==> src/rtl/shift_buffer_arbiter.sv <==
// shift_buffer_arbiter
//   Round-robin arbiter and burst sequencer that shares the shift buffer's
//   write port among NUM_REQ requesters. A winner is granted an uninterrupted
//   burst of BEATS words. When the burst ends, the block waits for the shift
//   buffer to report a full vector and then reports which requester owns it.
//   A downstream credit (vec_ready_i) gates the start of each new burst.
//
// Ports
//   clk, rst          : clock (rising edge), asynchronous active-high reset
//   req_valid_i       : per-requester word valid
//   req_data_i        : requester k drives bits [k*DATA_W +: DATA_W]
//   req_ready_o       : per-requester word accept (equals grant_o)
//   vec_ready_i       : downstream can take one more vector
//   sb_data_o         : word to the shift buffer
//   sb_wr_en_o        : write strobe to the shift buffer
//   sb_data_valid_i   : shift buffer reports a completed vector
//   grant_o           : one-hot current owner, zero when idle
//   owner_o           : index of the requester that owns the completed vector
//   owner_valid_o     : one-cycle pulse qualifying owner_o
//   busy_o            : a burst is running or awaiting its vector
//   timeout_err_o     : sticky flag, the shift buffer never reported a vector
module shift_buffer_arbiter #(
  parameter int NUM_REQ = 4,
  parameter int DATA_W  = 32,
  parameter int BEATS   = 8,
  parameter int TIMEOUT = 15,
  parameter int ID_W    = $clog2(NUM_REQ)
) (
  input  logic                      clk,
  input  logic                      rst,
  input  logic [NUM_REQ-1:0]        req_valid_i,
  input  logic [NUM_REQ*DATA_W-1:0] req_data_i,
  output logic [NUM_REQ-1:0]        req_ready_o,
  input  logic                      vec_ready_i,
  output logic [DATA_W-1:0]         sb_data_o,
  output logic                      sb_wr_en_o,
  input  logic                      sb_data_valid_i,
  output logic [NUM_REQ-1:0]        grant_o,
  output logic [ID_W-1:0]           owner_o,
  output logic                      owner_valid_o,
  output logic                      busy_o,
  output logic                      timeout_err_o
);

  localparam int BEAT_W = (BEATS > 1) ? $clog2(BEATS) : 1;
  localparam int WAIT_W = $clog2(TIMEOUT + 1);

  typedef enum logic [1:0] {
    IDLE,
    BURST,
    WAIT_VALID
  } state_t;

  state_t              state;
  logic [ID_W-1:0]     rr_ptr;
  logic [ID_W-1:0]     gnt_idx;
  logic [BEAT_W-1:0]   beat_cnt;
  logic [WAIT_W-1:0]   wait_cnt;

  logic                arb_found;
  logic [ID_W-1:0]     arb_idx;
  logic [ID_W-1:0]     cand;
  logic                handshake;
  logic [DATA_W-1:0]   gnt_data;

  // Round-robin search: walk the requesters starting at rr_ptr and wrapping
  // upward, and take the first one that is asking. The first hit wins, so the
  // lowest index at or above the pointer has priority.
  always_comb begin
    arb_found = 1'b0;
    arb_idx   = '0;
    cand      = '0;
    for (int i = 0; i < NUM_REQ; i++) begin
      cand = ID_W'((int'(rr_ptr) + i) % NUM_REQ);
      if (!arb_found && req_valid_i[cand]) begin
        arb_found = 1'b1;
        arb_idx   = cand;
      end
    end
  end

  // grant_o is only non-zero during a burst, so it doubles as the ready
  // vector; the registered index selects the owner's data lane.
  assign req_ready_o = grant_o;
  assign handshake   = |(req_valid_i & grant_o);
  assign gnt_data    = req_data_i[int'(gnt_idx)*DATA_W +: DATA_W];
  assign busy_o      = (state != IDLE);

  // Main sequencer. IDLE arbitrates when downstream has credit, BURST moves
  // exactly BEATS words from the single owner (stalling on its valid), and
  // WAIT_VALID holds until the shift buffer reports the vector or the wait
  // budget runs out. A timeout is sticky and only reset clears it.
  // sb_wr_en_o and owner_valid_o default low so they are single-cycle pulses.
  always_ff @(posedge clk or posedge rst) begin
    if (rst) begin
      state         <= IDLE;
      rr_ptr        <= '0;
      gnt_idx       <= '0;
      beat_cnt      <= '0;
      wait_cnt      <= '0;
      grant_o       <= '0;
      sb_data_o     <= '0;
      sb_wr_en_o    <= 1'b0;
      owner_o       <= '0;
      owner_valid_o <= 1'b0;
      timeout_err_o <= 1'b0;
    end else begin
      sb_wr_en_o    <= 1'b0;
      owner_valid_o <= 1'b0;
      case (state)
        IDLE: begin
          if (vec_ready_i && arb_found) begin
            grant_o <= NUM_REQ'(1) << arb_idx;
            gnt_idx <= arb_idx;
            state   <= BURST;
          end
        end
        BURST: begin
          if (handshake) begin
            sb_data_o  <= gnt_data;
            sb_wr_en_o <= 1'b1;
            if (beat_cnt == BEAT_W'(BEATS - 1)) begin
              owner_o  <= gnt_idx;
              rr_ptr   <= (gnt_idx == ID_W'(NUM_REQ - 1)) ? '0 : gnt_idx + 1'b1;
              beat_cnt <= '0;
              grant_o  <= '0;
              state    <= WAIT_VALID;
            end else begin
              beat_cnt <= beat_cnt + 1'b1;
            end
          end
        end
        WAIT_VALID: begin
          // A valid seen in the last allowed cycle still wins over the timeout.
          // The timeout fires in the cycle where the count would reach TIMEOUT.
          if (sb_data_valid_i) begin
            owner_valid_o <= 1'b1;
            wait_cnt      <= '0;
            state         <= IDLE;
          end else if (wait_cnt == WAIT_W'(TIMEOUT - 1)) begin
            timeout_err_o <= 1'b1;
            wait_cnt      <= '0;
            state         <= IDLE;
          end else begin
            wait_cnt <= wait_cnt + 1'b1;
          end
        end
        default: begin
          state <= IDLE;
        end
      endcase
    end
  end

endmodule

==> config.mk <==
export PLATFORM = sky130hd
export DESIGN_NAME = shift_buffer_arbiter
export DESIGN_NICKNAME = d
export VERILOG_FILES = /design/src/rtl/shift_buffer_arbiter.sv
export SDC_FILE = /design/constraint.sdc
export NUM_CORES = 1
export LEC_CHECK = 0
export BUFFER_PORTS_ARGS = -buffer_cell sky130_fd_sc_hd__clkbuf_2
export CORE_ASPECT_RATIO = 0.9
export CORE_MARGIN = 2
export CORE_UTILIZATION = 30
export CTS_CLUSTER_DIAMETER = 30
export CTS_CLUSTER_SIZE = 25
export DETAILED_ROUTE_END_ITERATION = 12
export PLACE_DENSITY_LB_ADDON = 0.1
export SETUP_SLACK_MARGIN = 0.15
export SKIP_CTS_REPAIR_TIMING = 1
export SYNTH_ARGS = -nofsm -noshare
export SYNTH_HDL_FRONTEND = slang
export SYNTH_SLANG_ARGS = --single-unit
==> constraint.sdc <==
create_clock -name clk -period 1.7 [get_ports clk]
set_input_delay 0 -clock clk [delete_from_list [all_inputs] [get_ports clk]]
set_output_delay 0 -clock clk [all_outputs]
set_load 0.005 [all_outputs]
# After elaboration in Yosys (flattened, before gate mapping)
# Cells that the tools add are included.
[op_classes]
n_addsub = 6
n_lt_le_gt_ge = 4
n_eq_ne = 9
n_shift = 2
n_mux = 34
bitwise_logic = 2
n_reduce_logical = 17
[op_table]
columns = ["operator", "count"]
rows = [
  ["indexed part select 128 x 8 -> 32 bit", 1],
  ["2-to-1 mux 2 bit", 10],
  ["2-to-1 mux 4 bit", 5],
  ["less-than comparator 2 x 3 -> 1 bit (second input constant)", 4],
  ["2-to-1 mux 1 bit", 12],
  ["binary-select mux 1 bit (select 2 bit)", 4],
  ["one-hot mux 4 bit (2 select lines)", 1],
  ["AND reduction 4 bit", 2],
  ["!= test 2 bit (second input constant)", 3],
  ["one-hot mux 2 bit (3 select lines)", 1],
  ["AND reduction 3 bit", 2],
  ["adder 2 x 1 -> 2 bit (second input constant)", 2],
  ["adder 2 bit (second input constant)", 2],
  ["adder 4 x 1 -> 4 bit (second input constant)", 1],
  ["AND 4 bit", 1],
  ["equality test 2 bit (second input constant)", 2],
  ["equality test 4 bit (second input constant)", 1],
  ["logical AND 1 bit", 4],
  ["AND reduction 2 bit", 2],
  ["nonzero test 2 bit", 2],
  ["OR reduction 4 bit", 1],
  ["<< shifter 1 x 2 -> 4 bit (first input constant)", 1],
  ["adder 3 x 1 -> 3 bit (second input constant)", 1],
  ["equality test 3 bit (second input constant)", 1],
  ["6 further kinds", 8],
]
[word_totals]
reg_bits = 54
out_inout_bits = 46

# Logic depth before layout (Yosys ltp)
# Gate-level depths: netlist of the first run.
[depth]
depth_word = 15
mapped_depth = 7
ltp_nobuf = 6

# Worst setup path after synthesis of the first run
# No wires, ideal clock.
[synth_timing]
path_kind = "register to register"
start = "register gnt_idx[0]"
end = "register sb_data_o[10]"
setup_ns = 0.125
arrival_time_ns = 1.453
t_required_ns = 1.575
slack_ns = 0.123
stages_incl_launch_ff = 5
path_buffers = 2
cell_sequence = "dfrtp_1 > buf_6 > buf_4 > mux4_2 > mux2_2"
[synth_between]
elab_chain_len = 1
[synth_rtl]
columns = ["item", "line", "rtl"]
rows = [
  ["from (decl)", "56", "logic [ID_W-1:0] gnt_idx;"],
  ["from (signal assigned)", "114", "gnt_idx <= arb_idx;"],
  ["indexed part select 128 x 8 -> 32 bit", "86", "assign gnt_data = req_data_i[int'(gnt_idx)*DATA_W +: DATA_W];"],
  ["to (signal assigned)", "120", "sb_data_o <= gnt_data;"],
  ["to (decl)", "35", "output logic [DATA_W-1:0] sb_data_o,"],
]
# Every way passes these cells.
# A chain may end at the register's enable or synchronous reset.

# Worst setup path in the final report of the first run
[layout_timing]
start = "register state[1]"
end = "register sb_data_o[1]"
[layout_between]
elab_chain_len = 2
[layout_rtl]
columns = ["item", "line", "rtl"]
rows = [
  ["from (decl)", "54", "state_t state;"],
  ["from (signal assigned)", "96", "state <= IDLE;"],
  ["from (signal assigned)", "115", "state <= BURST;"],
  ["from (signal assigned)", "127", "state <= WAIT_VALID;"],
  ["equality test 2 x 1 -> 1 bit", "110", "case (state)"],
  ["AND reduction 2 bit (no line)", "n/a", ""],
]
# Every way passes these cells.

==> flow_summary_export.csv, run 1 <==
group,metric,value,unit
sta,hold_viol,0,
worst_setup_path,critPathLaunchType,"flip-flop",
routing,post_drt_wl_per_cell,16.39,um
routing,drt-total-wl,8.799,mm
cts,cts_tree,"done",
sta,whs,0.1344,ns
power_and_ir_drop,swShare,31.15,%
worst_setup_path,crit_type,"reg2reg",
logic_synthesis,synth.distinct_cells,37,
global_routing,antenna_found_initial,0,
final_layout,nFillCells,965,
power_and_ir_drop,p_int,5.417,mW
final_layout,area_delta_synth_final,49.30,%
cts,cts_buffer_depth,2,
power_and_ir_drop,power_switching,2.450,mW
cts,clkSinkCount,54,
logic_synthesis,synth_common_cells,"dfrtp_1 (54), mux2_2 (39), mux4_2 (24)",
worst_setup_path,cp_max_fo,9,
sta,setup_tns,0,ns
logic_synthesis,yosysSeqAreaShare,43.29,%
routing,vias_per_cell,4.929,
global_routing,grt_use_total,14.82,%
cts,cts_root_buf,"clkbuf_16",
power_and_ir_drop,p_leak,2.309,nW
logic_synthesis,ys_ff_latch,54,
sta,tightest_slew,0.6663,ns
logic_synthesis,yosysWarnings,0,
cts,worstSkewPairLatency,0.29,ns
power_and_ir_drop,powerDensity,1688,nW/um^2
logic_synthesis,synth_edf_count,0,
cts,cts_inserted_buffers,5,
power_and_ir_drop,ir_drop,0.0006081,V
sta,fin_crit,1.644,ns
die,io-pin-count,182,
logic_synthesis,ys.flop_type,"dfrtp_1",
cts,h-tree-depth,2,
status,run_status,"finished, final reports clean",
sta,period_share,96.69,%
final_layout,final_nets,548,
worst_setup_path,cp_data_required_time,1.88,ns
placed_design,place_ws,0.06872,ns
final_layout,multi_input_area,1673,sq um
sta,setup-violations-final,0,
logic_synthesis,synthMostInstantiatedCell,"dfrtp_1",
global_routing,grt_overflow_total,0,
cts,path_clk_slew,0.07,ns
logic_synthesis,yosysTopAreaCell,"dfrtp_1",
die,start_util,30.59,%
routing,dr.pass1.iters,4,
placed_design,place_congestion,0.7811,
sta,timing.slew.headroom,55.00,%
final_layout,regArea,1354,sq um
final_layout,diodes,0,
sta,finClkSkew,0.004340,ns
final_layout,drive_above_1_share,71.32,%
sta,rsz0062_at_grt,"yes",
logic_synthesis,synthesis.nets,349,
worst_setup_path,worstPathArrival,1.82,ns
logic_synthesis,synth_top_area_share,43.29,%
sta,fin_ws,0.05624,ns
global_routing,grt_max_degree,28,
die,die_x,111.5,um
routing,drtIter0Drc,74,
power_and_ir_drop,pwr-share-seq,28.8,%
job,maxCapViolCount,0,
worst_setup_path,critPathCaptureType,"flip-flop",
logic_synthesis,async_flop_share,100.0,%
logic_synthesis,synthTopCellsByArea,"dfrtp_1 (43%), mux4_2 (17%), mux2_2 (14%)",
routing,num_vias,2647,
worst_hold_path,hp-class,"in2reg",
global_routing,grt_pass1_wl,13.06,mm
sta,fmax,608.4,MHz
die,core-area,10200,sq um
routing,drc,0,
die,fp.dieH,100.8,um
die,fp-row-count,35,
global_routing,grt_pass1_vias,2639,
logic_synthesis,postSynthCellCount,208,
routing,ant_nets,0,
sta,drv_slew,0,
placed_design,portBuffers,181,
logic_synthesis,syn_area,3122,sq um
die,dieArea,11240,sq um
worst_setup_path,rrSetupSlack,0.06,ns
power_and_ir_drop,p_clk_share,17.0,%
placed_design,place_hpwl,6.778,mm
logic_synthesis,syn_avg_cell_area,15.01,sq um
power_and_ir_drop,power_frac_comb,54.1,%
==> critical path, cell delays in order, from the launching register on <==
cell and delay, ns:
dfrtp_1 0.42, and2b_2 0.26, a21boi_4 0.20, buf_12 0.16, clkbuf_16 0.16, mux2_2 0.33
==> stage by stage <==
stage,std cells,total power [mW],instance area (sq um),utilization [%]
floorplan,208,4.803,3139,-
global placement,519,5.957,4234,41.50
detailed placement,519,6.000,4234,41.50
CTS,527,7.371,4433,43.45
global route,537,8.451,4661,45.68
finish,537,7.867,4661,45.68
==> power groups by stage <==
| stage | Sequential (mW) | Clock, mW | Combinational [mW] |
|---|---|---|---|
| floorplan | 2.23 | 0 | 2.57 |
| global placement | 2.27 | 0 | 3.69 |
| detailed placement | 2.27 | 0 | 3.73 |
| CTS | 2.26 | 1.38 | 3.73 |
| global route | 2.36 | 1.45 | 4.65 |
| finish | 2.27 | 1.34 | 4.26 |
==> path summary, 6_finish.rpt <==
kind                       depth (start not counted)                        end                       from
hold reg to reg                                    1  timeout_err_o$_DFFE_PP0P_  timeout_err_o$_DFFE_PP0P_
min in group asynchronous                          3  timeout_err_o$_DFFE_PP0P_                        rst
setup reg to reg                                   5   sb_data_o[1]$_DFFE_PP0P_       state[1]$_DFFE_PP0P_
setup / recovery                                   5   sb_data_o[1]$_DFFE_PP0P_       state[1]$_DFFE_PP0P_
hold / removal                                     3     grant_o[0]$_DFFE_PP0P_             req_valid_i[3]
max in group asynchronous                          4  sb_data_o[20]$_DFFE_PP0P_                        rst
==> cell usage in the layout (no fill, tap or decap), drive strengths merged, types with 3 or more instances in the layout <==
| cell type | synthesis | final |
|---|---|---|
| a21o | 4 | 4 |
| a21oi | 4 | 4 |
| buf | 14 | 23 |
| clkbuf | 3 | 190 |
| dfrtp | 54 | 54 |
| ha | 5 | 5 |
| inv | 6 | 6 |
| mux2 | 39 | 39 |
| mux4 | 32 | 32 |
| nand2 | 8 | 8 |
| nand3 | 3 | 3 |
| nor2 | 6 | 6 |
| o21ai | 5 | 5 |
| o41ai | 3 | 3 |
==> logic make-up after synthesis <==
kind of cell	Yosys count	share of synthesized area [%]
muxes	71	38.12
and+or+nand+nor	26	4.088
AOI/OAI and AO/OA	29	6.974
adders and majority gates	5	2.004
buffers and inverters	23	5.531
DFF	54	43.29
==> flip-flops by register name, summed over array words and instances (netlist names) <==
name,cells
beat_cnt,3
grant_o,4
state,2
wait_cnt,4
owner_valid_o,1
owner_o,2
sb_data_o,32
sb_wr_en_o,1
timeout_err_o,1
gnt_idx,2
rr_ptr,2
==> per-layer routing <==
layer / wire (um) / global-route usage [%] / vias to the layer above
li1: - / - / 1220
met1: 3743 / 18.66 / 1299
met2: 4338 / 25.52 / 122
met3: 607 / 4.089 / 6
met4: 110 / 3.894 / 0
met5: 0 / 0 / -
==> area by class of cell <==
cell class | instances | share of cell area, %
clock buffer | 6 | 2.980
sequential | 54 | 29.05
inverter | 6 | 0.4832
tap | 129 | 3.463
multi-input combinational | 131 | 35.89
timing repair buffer | 209 | 26.85
clock inverter | 2 | 1.289
No activity file was read; power rests on OpenSTA's default activity.
==> run 2: changes to the inputs <==
--- a/config.mk
+++ b/config.mk
@@ -18,3 +18,4 @@
 export SYNTH_ARGS = -nofsm -noshare
 export SYNTH_HDL_FRONTEND = slang
 export SYNTH_SLANG_ARGS = --single-unit
+export TNS_END_PERCENT = 20
==> constraint.sdc (replaced) <==
create_clock -name clk -period 1.35 [get_ports clk]
set_input_delay 0 -clock clk [delete_from_list [all_inputs] [get_ports clk]]
set_output_delay 0 -clock clk [all_outputs]
set_load 0.005 [all_outputs]
==> flow_summary_export.csv, run 2 (same netlist as run 1, synthesis figures left out) <==
group,metric,value,unit
job,maxCapViolCount,0,
routing,drtIter0Drc,68,
global_routing,grt_max_degree,55,
power_and_ir_drop,p_clk_share,12.5,%
placed_design,place_ws,-0.2245,ns
sta,rsz0062_at_grt,"yes",
die,start_util,30.59,%
power_and_ir_drop,p_leak,2.442,nW
final_layout,instances_no_fill,557,
placed_design,place_congestion,0.7382,
routing,drt-total-wl,8.947,mm
status,violations,"negative setup slack",
power_and_ir_drop,ir_drop,0.0009218,V
global_routing,grt_overflow_total,0,
power_and_ir_drop,total_power,10.45,mW
routing,ant_nets,0,
routing,post_drt_wl_per_cell,16.06,um
worst_setup_path,critPathCaptureType,"flip-flop",
sta,setup-violations-final,44,
worst_setup_path,worstPathArrival,1.74,ns
sta,fin_ws,-0.2188,ns
worst_setup_path,cp_max_fo,9,
die,die_x,111.5,um
sta,fmax,637.4,MHz
global_routing,antenna_found_initial,0,
cts,path_clk_slew,0.07,ns
global_routing,grt_pass1_vias,2662,
final_layout,top_register,"sb_data_o",
sta,whs,0.1486,ns
sta,period_share,116.2,%
cts,h-tree-depth,2,
global_routing,grt_use_total,14.06,%
sta,setup_tns,-7.805,ns
routing,drc,0,
power_and_ir_drop,swShare,32.40,%
final_layout,largest_register_ffs,32,
cts,cts_inserted_buffers,5,
final_layout,area_delta_synth_final,56.63,%
cts,cts_root_buf,"clkbuf_16",
routing,num_vias,2651,
worst_setup_path,cp_data_required_time,1.52,ns
power_and_ir_drop,pwr-share-seq,27.0,%
routing,vias_per_cell,4.759,
power_and_ir_drop,p_int,7.067,mW
sta,timing.slew.headroom,78.49,%
die,io-pin-count,182,
final_layout,layout_common_cells,"clkbuf_2 (181), dfrtp_1 (52), buf_4 (30)",
cts,cts_tree,"done",
die,fp.dieH,100.8,um
placed_design,dpl.cell_count,533,
final_layout,nFillCells,964,
power_and_ir_drop,power_switching,3.388,mW
power_and_ir_drop,powerDensity,2138,nW/um^2
final_layout,drive_above_1_share,75.47,%
final_layout,diodes,0,
die,fp-row-count,35,
worst_setup_path,critPathLaunchType,"flip-flop",
sta,fin_crit,1.569,ns
global_routing,met3_usage,2.646,%
global_routing,met2_usage,25.28,%
final_layout,final_nets,568,
worst_setup_path,crit_type,"reg2reg",
global_routing,grt_busiest_layer,"met2",
sta,drv_slew,0,
routing,dr.pass1.iters,4,
cts,worstSkewPairLatency,0.29,ns
sta,hold_viol,0,
power_and_ir_drop,power_frac_comb,60.5,%
global_routing,grt_pass1_wl,12.73,mm
global_routing,met1_usage,17.76,%
sta,finClkSkew,0.006092,ns
worst_hold_path,hp-class,"in2reg",
placed_design,place_hpwl,6.250,mm
final_layout,reg.largest.list,"sb_data_o x32, grant_o x4, wait_cnt x4",
sta,tightest_slew,0.3185,ns
die,core-area,10200,sq um
die,dieArea,11240,sq um
placed_design,portBuffers,181,
cts,cts_buffer_depth,2,
final_layout,final_common_cell,"clkbuf_2",
cts,clkSinkCount,54,
status,run_status,"complete, but fails checks",
## run 2: changes by cell type in the layout (fill, tap and decap cells not counted), moves of 2 or more
| cell | delta |
|---|---|
| o21ai_0 | -2 |
| a22oi_1 | -2 |
| mux4_2 | +5 |
| mux4_1 | -5 |
| mux2_2 | -16 |
| ha_1 | -3 |
| buf_6 | +5 |
| mux2_4 | +16 |
| buf_4 | +13 |
| bufinv_16 | -2 |
| a22oi_2 | +2 |
| o21ai_1 | +2 |
| ha_2 | +2 |
## run 2: layout make-up
class / count / area (sq um) / share of cell area [%]
Clock buffer: 6 / 138.9 / 2.840
Timing Repair Buffer: 229 / 1438 / 29.40
Tap cell: 129 / 161.4 / 3.301
Multi-Input combinational cell: 131 / 1763 / 36.05
Sequential cell: 54 / 1354 / 27.69
Clock inverter: 2 / 12.51 / 0.2559
Inverter: 6 / 22.52 / 0.4606
## run 2: power by group through the flow
stage | combinational (mW) | sequential (mW) | clock (mW)
3_3_place_gp | 4.93 | 2.79 | 0
4_1_cts | 5.00 | 2.80 | 1.37
5_1_grt | 6.82 | 2.92 | 1.42
3_5_place_dp | 5.00 | 2.82 | 0
2_1_floorplan | 3.33 | 2.82 | 0
6_report | 6.32 | 2.82 | 1.31
## run 2: final timing paths
path,startpoint,endpoint,slack [ns],depth (start not counted)
min,req_data_i[120],sb_data_o[24]$_DFFE_PP0P_,0.15,3
min in group asynchronous,rst,timeout_err_o$_DFFE_PP0P_,0.27,4
max,state[1]$_DFFE_PP0P_,sb_data_o[3]$_DFFE_PP0P_,-0.22,5
max in group asynchronous,rst,gnt_idx[0]$_DFFE_PP0P_,0.76,4
max reg2reg,state[1]$_DFFE_PP0P_,sb_data_o[3]$_DFFE_PP0P_,-0.22,5
min reg2reg,timeout_err_o$_DFFE_PP0P_,timeout_err_o$_DFFE_PP0P_,0.47,1
## run 2: layer usage
metal | wire length, um | up-vias
met5 | 0 | -
met4 | 52 | 0
met3 | 502 | 2
met2 | 4612 | 107
met1 | 3780 | 1291
li1 | - | 1251
## run 2: metrics by stage
step | area (sq um) | util, %
finish | 4890 | 47.92
floorplan | 3154 | -
CTS | 4506 | 44.16
global route | 4890 | 47.92
global placement | 4354 | 42.67
detailed placement | 4354 | 42.67
## run 2: worst max-delay path, stage by stage, from the launching register on
cell	delay (ns)
dfrtp_1	0.39
and2b_1	0.21
a21boi_4	0.22
buf_6	0.15
buf_8	0.14
mux2_2	0.33
==> run 3: changes to the inputs <==
--- a/config.mk
+++ b/config.mk
@@ -12,7 +12,7 @@
 export CTS_CLUSTER_DIAMETER = 30
 export CTS_CLUSTER_SIZE = 25
 export DETAILED_ROUTE_END_ITERATION = 12
-export PLACE_DENSITY_LB_ADDON = 0.1
+export PLACE_DENSITY = 0.7
 export SETUP_SLACK_MARGIN = 0.15
 export SKIP_CTS_REPAIR_TIMING = 1
 export SYNTH_ARGS = -nofsm -noshare
==> constraint.sdc (replaced) <==
create_clock -name clk -period 1.32 [get_ports clk]
set_input_delay 0 -clock clk [delete_from_list [all_inputs] [get_ports clk]]
set_output_delay 0 -clock clk [all_outputs]
set_load 0.005 [all_outputs]
==> flow_summary_export.csv, run 3 (same netlist as run 1, synthesis figures left out) <==
group,metric,value,unit
die,core-area,10200,sq um
worst_setup_path,crit_type,"reg2reg",
routing,drtIter0Drc,83,
final_layout,regArea,1354,sq um
final_layout,layout_common_cells,"clkbuf_2 (181), dfrtp_1 (52), mux4_2 (30)",
sta,fin_crit,1.588,ns
worst_hold_path,hold_path.startpoint,"req_data_i[121]",
job,maxCapViolCount,0,
power_and_ir_drop,pwr-share-seq,27.4,%
worst_setup_path,critPathCaptureType,"flip-flop",
sta,timing.slew.headroom,78.28,%
routing,ant_nets,0,
power_and_ir_drop,p_leak,2.416,nW
power_and_ir_drop,power_frac_comb,58.3,%
cts,cts_inserted_buffers,5,
final_layout,final_common_cell,"clkbuf_2",
sta,fmax,629.7,MHz
worst_hold_path,hp-class,"in2reg",
global_routing,grt_use_total,14.20,%
worst_setup_path,cp_data_required_time,1.49,ns
final_layout,final_nets,561,
power_and_ir_drop,p_int,7.228,mW
placed_design,portBuffers,181,
sta,hold_viol,0,
power_and_ir_drop,powerDensity,2198,nW/um^2
status,violations,"negative setup slack",
final_layout,area_delta_synth_final,54.35,%
final_layout,drive_above_1_share,74.82,%
sta,whs,0.1484,ns
cts,clkSinkCount,54,
die,io-pin-count,182,
sta,drv_slew,0,
final_layout,nFillCells,946,
final_layout,multi_input_area,1744,sq um
placed_design,place_area,4354,sq um
worst_hold_path,min_to,"sb_data_o[25]$_DFFE_PP0P_",
sta,tightest_slew,0.3258,ns
cts,cts_tree,"done",
power_and_ir_drop,swShare,31.76,%
global_routing,grt_pass1_vias,2675,
die,fp.dieH,100.8,um
final_layout,finalInstanceArea,4818,sq um
cts,cts_buffer_depth,2,
worst_setup_path,critPathLaunchType,"flip-flop",
die,fp-row-count,35,
global_routing,grt_overflow_total,0,
worst_setup_path,cp_max_fo,7,
cts,h-tree-depth,2,
cts,worstSkewPairLatency,0.29,ns
worst_setup_path,r2r_cells,5,
die,start_util,30.59,%
final_layout,largest_register_ffs,32,
worst_hold_path,min_path_cells,3,
final_layout,top_register,"sb_data_o",
sta,finClkSkew,0.005198,ns
placed_design,place_hpwl,6.680,mm
global_routing,grt_max_degree,36,
routing,vias_per_cell,4.889,
routing,drt-total-wl,8.872,mm
sta,fin_ws,-0.2680,ns
routing,dr.pass1.iters,4,
sta,rsz0062_at_grt,"yes",
worst_setup_path,rr_startpoint,"state[1]$_DFFE_PP0P_",
worst_setup_path,rrSetupSlack,-0.27,ns
sta,period_share,120.3,%
power_and_ir_drop,p_clk_share,14.3,%
status,run_status,"complete, but fails checks",
placed_design,place_congestion,0.7975,
final_layout,diodes,0,
power_and_ir_drop,power_switching,3.365,mW
die,die_x,111.5,um
die,dieArea,11240,sq um
routing,drc,0,
global_routing,antenna_found_initial,0,
routing,post_drt_wl_per_cell,16.13,um
worst_setup_path,rr_endpoint,"grant_o[2]$_DFFE_PP0P_",
power_and_ir_drop,ir_drop,0.001098,V
global_routing,grt_pass1_wl,12.78,mm
cts,path_clk_slew,0.07,ns
worst_setup_path,worstPathArrival,1.76,ns
sta,setup-violations-final,46,
cts,cts_root_buf,"clkbuf_16",
final_layout,reg.largest.list,"sb_data_o x32, grant_o x4, wait_cnt x4",
routing,num_vias,2689,
## run 3: cell types whose count changed in the layout (fill, tap and decap cells not counted), sizes merged
cell      previous run  this run
buf                 42        35
bufinv               0         1
clkinvlp             1         0
clkbuf             191       190
inv                  6         7
## run 3: layer usage
metal  global-route usage (%)  part of all wire [%]  routed length, um
met5                        0                     0                  0
met3                    3.848                   5.9                523
met4                    3.609                  0.87                 77
met2                    26.31                    53               4703
met1                    16.40                    40               3566
## run 3: worst max path at each step
stage | from | endpoint | cells after the start
detailed placement | state[1]$_DFFE_PP0P_ | sb_data_o[31]$_DFFE_PP0P_ | 4
finish | state[1]$_DFFE_PP0P_ | grant_o[2]$_DFFE_PP0P_ | 5
global placement | gnt_idx[0]$_DFFE_PP0P_ | sb_data_o[24]$_DFFE_PP0P_ | 3
CTS | state[1]$_DFFE_PP0P_ | grant_o[0]$_DFFE_PP0P_ | 4
floorplan | gnt_idx[0]$_DFFE_PP0P_ | sb_data_o[21]$_DFFE_PP0P_ | 4
global route | state[1]$_DFFE_PP0P_ | sb_data_o[20]$_DFFE_PP0P_ | 5
## run 3: per-stage QoR
step | power (mW) | TNS (ns) | util, % | setup WS (ns) | cells
after floorplan | 6.295 | -7.101 | - | -0.2036 | 208
after global placement | 7.753 | -8.070 | 42.67 | -0.2406 | 533
after detailed placement | 7.944 | -10.17 | 42.67 | -0.2709 | 533
after CTS | 9.502 | -11.12 | 44.33 | -0.2985 | 541
after global routing | 11.28 | -12.99 | 47.22 | -0.3269 | 550
final | 10.59 | -10.02 | 47.22 | -0.2680 | 550
## run 3: cell type report
class | count | share of cell area [%]
clock inverters | 3 | 0.9089
repair buffers | 222 | 28.38
flip-flops and latches | 54 | 28.10
multi-input cells | 131 | 36.20
inverters | 6 | 0.4674
well taps | 129 | 3.350
clock buffers | 5 | 2.597
## run 3: power groups by stage
stage	logic [mW]	registers [mW]	clock network [mW]
floorplan	3.41	2.89	0
detailed placement	5.06	2.89	0
global placement	4.90	2.85	0
global route	6.64	3.01	1.63
finish	6.18	2.90	1.51
CTS	5.07	2.86	1.58
## run 3: worst max-delay path: stages, from the launching register on
cell and delay [ns]:
dfrtp_1 0.41, and2b_1 0.23, a21boi_4 0.19, buf_12 0.16
a21oi_2 0.10, o41ai_1 0.37
